--- src/rtl/acc_display.sv ---
`default_nettype none
// +--------------------------------------------------------------------------+
// | acc_display: 16-bit result -> 5-digit BCD (double-dabble) + 6-position   |
// | muxed 7-segment driver. Optional macro: SIGNED_DISPLAY_EN.               |
// | Revision: 1.0                                                            |
// +--------------------------------------------------------------------------+
module acc_display #(
  parameter int REFRESH_DIV = 1000,
  parameter int BLANK_LZ    = 1
) (
  input  logic        clk,
  input  logic        reset,
  input  logic        load,
  input  logic [15:0] value,
  output logic        busy,
  output logic        done,
  output logic [19:0] bcd_out,
  output logic        neg,
  output logic [5:0]  an,
  output logic [6:0]  seg
);

  localparam int              c_cntW     = (REFRESH_DIV > 1) ? $clog2(REFRESH_DIV) : 1;
  localparam logic [c_cntW-1:0] c_cntMax = c_cntW'(REFRESH_DIV - 1);
  localparam logic            c_blankLz  = (BLANK_LZ != 0);
  localparam logic [6:0]      c_segBlank = 7'b1111111;
  localparam logic [6:0]      c_segMinus = 7'b0111111;

  typedef enum logic [0:0] {
    S_IDLE = 1'b0,
    S_CONV = 1'b1
  } state_t;

  state_t r_state, w_stateNext;
  logic        w_accept, w_last;
  logic [3:0]  r_iter;
  logic [18:0] r_bcd;
  logic [15:0] r_bin;
  logic [19:0] r_bcdOut;
  logic        r_done;
  logic [15:0] w_mag;
  logic [15:0] w_adj;
  logic [19:0] w_bcdNext;
  logic [15:0] w_binNext;
  logic [6:0]  w_signSeg;

  logic [c_cntW-1:0] r_refCnt;
  logic [2:0]        r_scanIdx;
  logic [19:0]       w_upper;
  logic              w_blank;

  // ---------------------------------------------------------------- sign
`ifdef SIGNED_DISPLAY_EN
  logic r_negPend, r_neg;
  assign w_mag     = value[15] ? (16'd0 - value) : value;
  assign neg       = r_neg;
  assign w_signSeg = r_neg ? c_segMinus : c_segBlank;

  always_ff @(posedge clk or posedge reset) begin
    if (reset) begin
      r_negPend <= 1'b0;
      r_neg     <= 1'b0;
    end else begin
      if (w_accept) r_negPend <= value[15];
      if (w_last)   r_neg     <= r_negPend;
    end
  end
`else
  assign w_mag     = value;
  assign neg       = 1'b0;
  assign w_signSeg = c_segBlank;
`endif

  // ---------------------------------------------------------------- control
  always_ff @(posedge clk or posedge reset) begin
    if (reset) r_state <= S_IDLE;
    else       r_state <= w_stateNext;
  end

  always_comb begin
    w_stateNext = r_state;
    w_accept    = 1'b0;
    w_last      = 1'b0;
    case (r_state)
      S_IDLE: begin
        if (load) begin
          w_accept    = 1'b1;
          w_stateNext = S_CONV;
        end
      end
      S_CONV: begin
        if (r_iter == 4'd15) begin
          w_last      = 1'b1;
          w_stateNext = S_IDLE;
        end
      end
      default: w_stateNext = S_IDLE;
    endcase
  end

  assign busy    = (r_state == S_CONV);
  assign done    = r_done;
  assign bcd_out = r_bcdOut;

  // ---------------------------------------------------------------- shift-add-3
  // The top digit never reaches 5 before the final shift (input < 65536),
  // so only the lower four nibbles need correction and r_bcd holds 19 bits.
  for (genvar gi = 0; gi < 4; gi++) begin : g_adj
    assign w_adj[gi*4 +: 4] = (r_bcd[gi*4 +: 4] >= 4'd5) ? r_bcd[gi*4 +: 4] + 4'd3
                                                         : r_bcd[gi*4 +: 4];
  end

  assign w_bcdNext = {r_bcd[18:16], w_adj, r_bin[15]};
  assign w_binNext = {r_bin[14:0], 1'b0};

  always_ff @(posedge clk or posedge reset) begin
    if (reset) begin
      r_iter   <= 4'd0;
      r_bcd    <= 19'd0;
      r_bin    <= 16'd0;
      r_bcdOut <= 20'd0;
      r_done   <= 1'b0;
    end else begin
      r_done <= 1'b0;
      if (w_accept) begin
        r_iter <= 4'd0;
        r_bcd  <= 19'd0;
        r_bin  <= w_mag;
      end else if (r_state == S_CONV) begin
        r_iter <= r_iter + 4'd1;
        r_bcd  <= w_bcdNext[18:0];
        r_bin  <= w_binNext;
        if (w_last) begin
          r_bcdOut <= w_bcdNext;
          r_done   <= 1'b1;
        end
      end
    end
  end

  // ---------------------------------------------------------------- display scan
  always_ff @(posedge clk or posedge reset) begin
    if (reset) begin
      r_refCnt  <= '0;
      r_scanIdx <= 3'd0;
    end else if (r_refCnt == c_cntMax) begin
      r_refCnt  <= '0;
      r_scanIdx <= (r_scanIdx == 3'd5) ? 3'd0 : r_scanIdx + 3'd1;
    end else begin
      r_refCnt <= r_refCnt + 1'b1;
    end
  end

  function automatic logic [6:0] segOf(input logic [3:0] d);
    case (d)
      4'd0:    segOf = 7'b1000000;
      4'd1:    segOf = 7'b1111001;
      4'd2:    segOf = 7'b0100100;
      4'd3:    segOf = 7'b0110000;
      4'd4:    segOf = 7'b0011001;
      4'd5:    segOf = 7'b0010010;
      4'd6:    segOf = 7'b0000010;
      4'd7:    segOf = 7'b1111000;
      4'd8:    segOf = 7'b0000000;
      4'd9:    segOf = 7'b0010000;
      default: segOf = 7'b1111111;
    endcase
  endfunction

  // Digits at and above the scan position; all-zero means a leading zero.
  assign w_upper = r_bcdOut >> {r_scanIdx, 2'b00};
  assign w_blank = c_blankLz && (r_scanIdx != 3'd0) && (w_upper == 20'd0);

  assign an = ~(6'b000001 << r_scanIdx);

  always_comb begin
    seg = segOf(w_upper[3:0]);
    if (r_scanIdx == 3'd5) seg = w_signSeg;
    else if (w_blank)      seg = c_segBlank;
  end

endmodule
`default_nettype wire

--- config.mk ---
export PLATFORM = sky130hd
export DESIGN_NAME = acc_display
export DESIGN_NICKNAME = d
export VERILOG_FILES = /design/src/rtl/acc_display.sv
export SDC_FILE = /design/constraint.sdc
export NUM_CORES = 1
export LEC_CHECK = 0
export CAP_MARGIN = 20
export CORE_MARGIN = 2
export CORE_UTILIZATION = 40
export DETAILED_ROUTE_END_ITERATION = 6
export HOLD_SLACK_MARGIN = 0.06
export SLEW_MARGIN = 20
export SYNTH_ARGS = -nofsm -noshare
export SYNTH_HDL_FRONTEND = slang
export SYNTH_SLANG_ARGS = --single-unit
--- constraint.sdc ---
create_clock -name clk -period 2.8 [get_ports clk]
set_input_delay 0.56 -clock clk [delete_from_list [all_inputs] [get_ports clk]]
set_output_delay 0.56 -clock clk [all_outputs]
set_load 0.005 [all_outputs]
==> Flow_metrics.wiki <==
{| class="wikitable"
! Metric !! Value
|-
| Result of the run || finished, violations left
|-
| Failing checks || setup timing
|-
| Standard cell core area || about 10000 µm²
|-
| Post-CTS clock slew at the launch and capture registers of the worst setup and hold paths || 70 ps
|-
| Most common cell after layout, fill and taps aside || sky130_fd_sc_hd__nand2_1
|-
| Launching point of the worst reg2reg path || r_refCnt[0]$_DFF_PP0_
|-
| Number of global-route vias before repair || 3199
|-
| Fill cell total of the finished layout || 911
|-
| Clock buffers created by TritonCTS || 9
|-
| Proportion of synthesized chip area in sequential cells || 0.456
|-
| Avg Synthesized Cell Area || 9.59 µm²
|-
| Count of hold buffers inserted by post-cts repair || 0
|-
| Vertical extent of the die || 105 µm
|-
| Leakage power summed over all cells || ~0.0024 µW
|-
| Cell row count || 36
|-
| Detailed Route Iter0 Violations || 200
|-
| #FFs+latches synth || 74
|-
| Mapped Area || roughly 4100 µm²
|-
| Launching element type of the critical path || flop
|-
| GRT overflow || 0
|-
| Synthesized netlist net count || between 400 and 500
|-
| Length of the first detailed-routing pass in iterations || 4
|-
| Depth of the worst register-to-register path || 8
|-
| Crit path required time || 2240 ps
|-
| Worst reg2reg path endpoint || r_scanIdx[1]$_DFFE_PP0N_
|-
| RSZ-0062 raised after global routing || yes
|-
| Number of pins with negative max-slew slack in the final report || 0
|-
| Global-route usage over all layers || 0.169
|-
| Tcrit/Tclk final || 1.09
|-
| Kind of capture point of the worst setup path || output pin
|-
| Wire length after detailed routing || 8940 µm
|-
| Synth async-reset ratio || 1.00
|-
| Wire length of the first global-routing pass || roughly 15000 µm
|-
| WHS Endpoint || r_refCnt[0]$_DFF_PP0_
|-
| Layout Nets || 548
|-
| Root Driver || sky130_fd_sc_hd__clkbuf_8
|-
| Largest fanout of any net on the critical path || 7
|-
| Worst-case register-to-register setup slack || 840 ps
|-
| Worst path arrival time || roughly 2500 ps
|-
| Placed wire-length estimate after detailed placement || ~6500 µm
|-
| Hold Crit Depth || 1
|-
| DR DRC count || 0
|-
| Place WS || -183 ps
|-
| Max-slew headroom at the worst pin || 0.526
|-
| Bufs on Longest Clock Path || 2
|-
| Area overhead of the layout relative to synthesis || 30.2%
|-
| Starting density of the core || 0.414
|-
| Final hold violation count || 0
|-
| Drt via density || 5.00
|-
| CTS tree || built
|-
| Overall die area || roughly 11000 µm²
|-
| Number of enable-type register cells in the synthesized netlist || 0
|-
| Count of port buffers added during placement || 53
|-
| Crit path time final || 3050 ps
|-
| Hold_sp || r_refCnt[0]$_DFF_PP0_
|-
| Number of inserted diodes || 0
|-
| Max-cap viol count || 0
|-
| Worst setup margin || -255 ps
|-
| Peak VDD IR || 357 µV
|-
| Kind of critical path || reg -> out
|-
| Transition time of the tightest slew-check pin || 708 ps
|-
| Library cells used by synthesis || 51
|-
| Most frequently used flop master after synthesis || sky130_fd_sc_hd__dfrtp_1
|-
| Detail Route Antenna Nets || 0
|-
| Synthesized instance count || 424
|-
| Max Clk Rate || 327 MHz
|-
| Post-Route Skew || just over 8 ps
|-
| Max H-tree Level || 3
|-
| Number of clock sinks || 74
|-
| Ports || 55
|-
| Commonest non-fill, non-tap cells in the layout || 84 x sky130_fd_sc_hd__nand2_1, 70 x sky130_fd_sc_hd__dfrtp_1, 46 x sky130_fd_sc_hd__clkdlybuf4s50_1
|-
| Overall die width || between 100 and 150 µm
|-
| Worst skew pair latency || between 300 and 400 ps
|-
| Warnings from Yosys || 0
|-
| Routability Congestion || 0.805
|-
| Path category of the worst min-delay check || reg -> reg
|-
| Routed vias || 3254
|-
| Total of endpoints with negative setup slack in the final report || 7
|-
| Final-layout worst hold slack || 465 ps
|-
| Layout cell share with drive strength beyond 1 || 0.208
|-
| Ratio of total power to cell area || 956 nW/µm²
|-
| Initial antenna violation count || 0
|-
| WL per Instance || 13.7 µm
|-
| Pin count of the biggest net entering global routing || 50
|}
[cell usage after synthesis, types with 2 or more instances]
| library cell | count | area share |
|---|---|---|
| sky130_fd_sc_hd__a21o_2 | 2 | 0.0043 |
| sky130_fd_sc_hd__a21oi_1 | 17 | 0.021 |
| sky130_fd_sc_hd__a22o_1 | 2 | 0.0043 |
| sky130_fd_sc_hd__buf_1 | 4 | 0.0037 |
| sky130_fd_sc_hd__buf_2 | 3 | 0.0037 |
| sky130_fd_sc_hd__buf_6 | 4 | 0.011 |
| sky130_fd_sc_hd__clkbuf_1 | 11 | 0.010 |
| sky130_fd_sc_hd__dfrtp_1 | 74 | 0.46 |
| sky130_fd_sc_hd__ha_1 | 16 | 0.049 |
| sky130_fd_sc_hd__inv_1 | 17 | 0.016 |
| sky130_fd_sc_hd__mux2_2 | 2 | 0.0055 |
| sky130_fd_sc_hd__mux2_4 | 2 | 0.0074 |
| sky130_fd_sc_hd__mux2i_1 | 31 | 0.076 |
| sky130_fd_sc_hd__nand2_1 | 84 | 0.078 |
| sky130_fd_sc_hd__nand2b_1 | 16 | 0.025 |
| sky130_fd_sc_hd__nand3_1 | 9 | 0.011 |
| sky130_fd_sc_hd__nand3b_1 | 2 | 0.0037 |
| sky130_fd_sc_hd__nand4_1 | 3 | 0.0046 |
| sky130_fd_sc_hd__nor2_1 | 16 | 0.015 |
| sky130_fd_sc_hd__nor3b_1 | 12 | 0.022 |
| sky130_fd_sc_hd__nor4_1 | 5 | 0.0077 |
| sky130_fd_sc_hd__o21ai_0 | 38 | 0.047 |
| sky130_fd_sc_hd__o2bb2ai_1 | 2 | 0.0043 |
| sky130_fd_sc_hd__o31ai_1 | 8 | 0.015 |
| sky130_fd_sc_hd__o32ai_1 | 2 | 0.0043 |
| sky130_fd_sc_hd__or2_1 | 4 | 0.0062 |
| sky130_fd_sc_hd__or3_2 | 2 | 0.0037 |
| sky130_fd_sc_hd__xnor2_1 | 7 | 0.015 |
| sky130_fd_sc_hd__xor2_1 | 7 | 0.015 |
[critical path: stages (launching register included)]
cell,delay [ps]
sky130_fd_sc_hd__dfrtp_2,470
sky130_fd_sc_hd__mux2_4,330
sky130_fd_sc_hd__a221oi_4,260
sky130_fd_sc_hd__ha_2,230
sky130_fd_sc_hd__inv_2,30
sky130_fd_sc_hd__nand4bb_1,180
sky130_fd_sc_hd__a21oi_2,230
sky130_fd_sc_hd__buf_4,150
sky130_fd_sc_hd__buf_6,80
sky130_fd_sc_hd__nand2b_4,100
sky130_fd_sc_hd__buf_6,90
[per-stage QoR]
stage	total power (µW)	instance area, µm²	utilization	TNS, ps	std cells
2_1_floorplan	3140	4070	-	0	424
3_3_place_gp	4060	4940	0.503	-658	625
3_5_place_dp	4110	4940	0.503	-1210	625
4_1_cts	5060	5240	0.533	-1480	648
5_1_grt	5500	5290	0.539	-2190	651
6_report	5060	5290	0.539	-1350	651
[where the power goes]
group / internal, µW / switching (µW) / total (µW)
logic: 1230 / 1130 / 2360
registers: 1440 / 350 / 1790
clock network: 523 / 383 / 907
[timing repair]
item                                    4_1_cts  5_1_grt
setup buffers                                 8        3
resized for setup                            44       10
endpoints found under the setup margin        7        7
pin swaps                                    11        7
[flip-flops by register name (all words and copies together), names as in the netlist]
register   cells
done           1
r_bin         16
r_refCnt      10
busy           1
r_bcd         19
bcd_out       20
r_iter         4
r_scanIdx      3
[how the worst max path moves through the flow]
stage	from	end	cells after the start
4_1_cts	r_scanIdx[0]$_DFFE_PP0N_	seg[5]	10
2_1_floorplan	r_scanIdx[0]$_DFFE_PP0N_	seg[1]	10
3_3_place_gp	r_scanIdx[0]$_DFFE_PP0N_	seg[4]	10
6_report	r_scanIdx[0]$_DFFE_PP0N_	seg[5]	10
3_5_place_dp	r_scanIdx[0]$_DFFE_PP0N_	seg[5]	10
5_1_grt	r_scanIdx[0]$_DFFE_PP0N_	seg[5]	10
[layout make-up]
type,count,area [µm²],share of cell area
Clock buffer,11,141,0.0267
Clock inverter,5,77.6,0.0147
Inverter,17,66.3,0.0125
Multi-Input combinational cell,310,2090,0.396
Sequential cell,74,1860,0.351
Tap cell,133,166,0.0314
Timing Repair Buffer,101,890,0.168
[kinds of logic after synthesis]
group                    synth area share
buffers and inverters              0.0462
flip-flops                          0.456
multiplexers                       0.0893
AO/OA/AOI/OAI                       0.134
AND/OR/NAND/NOR                     0.195
XOR/XNOR                           0.0302
other                            0.000922
adder cells (fa/ha/maj)            0.0492
[routing by layer]
metal,part of all wire,global-route usage,vias up
met2,0.46,0.266,67
met1,0.49,0.233,1545
met3,0.039,0.0387,13
li1,-,-,1629
met5,0,0,-
met4,0.014,0.0457,0
Note: power is estimated with default switching activity, not from simulation.
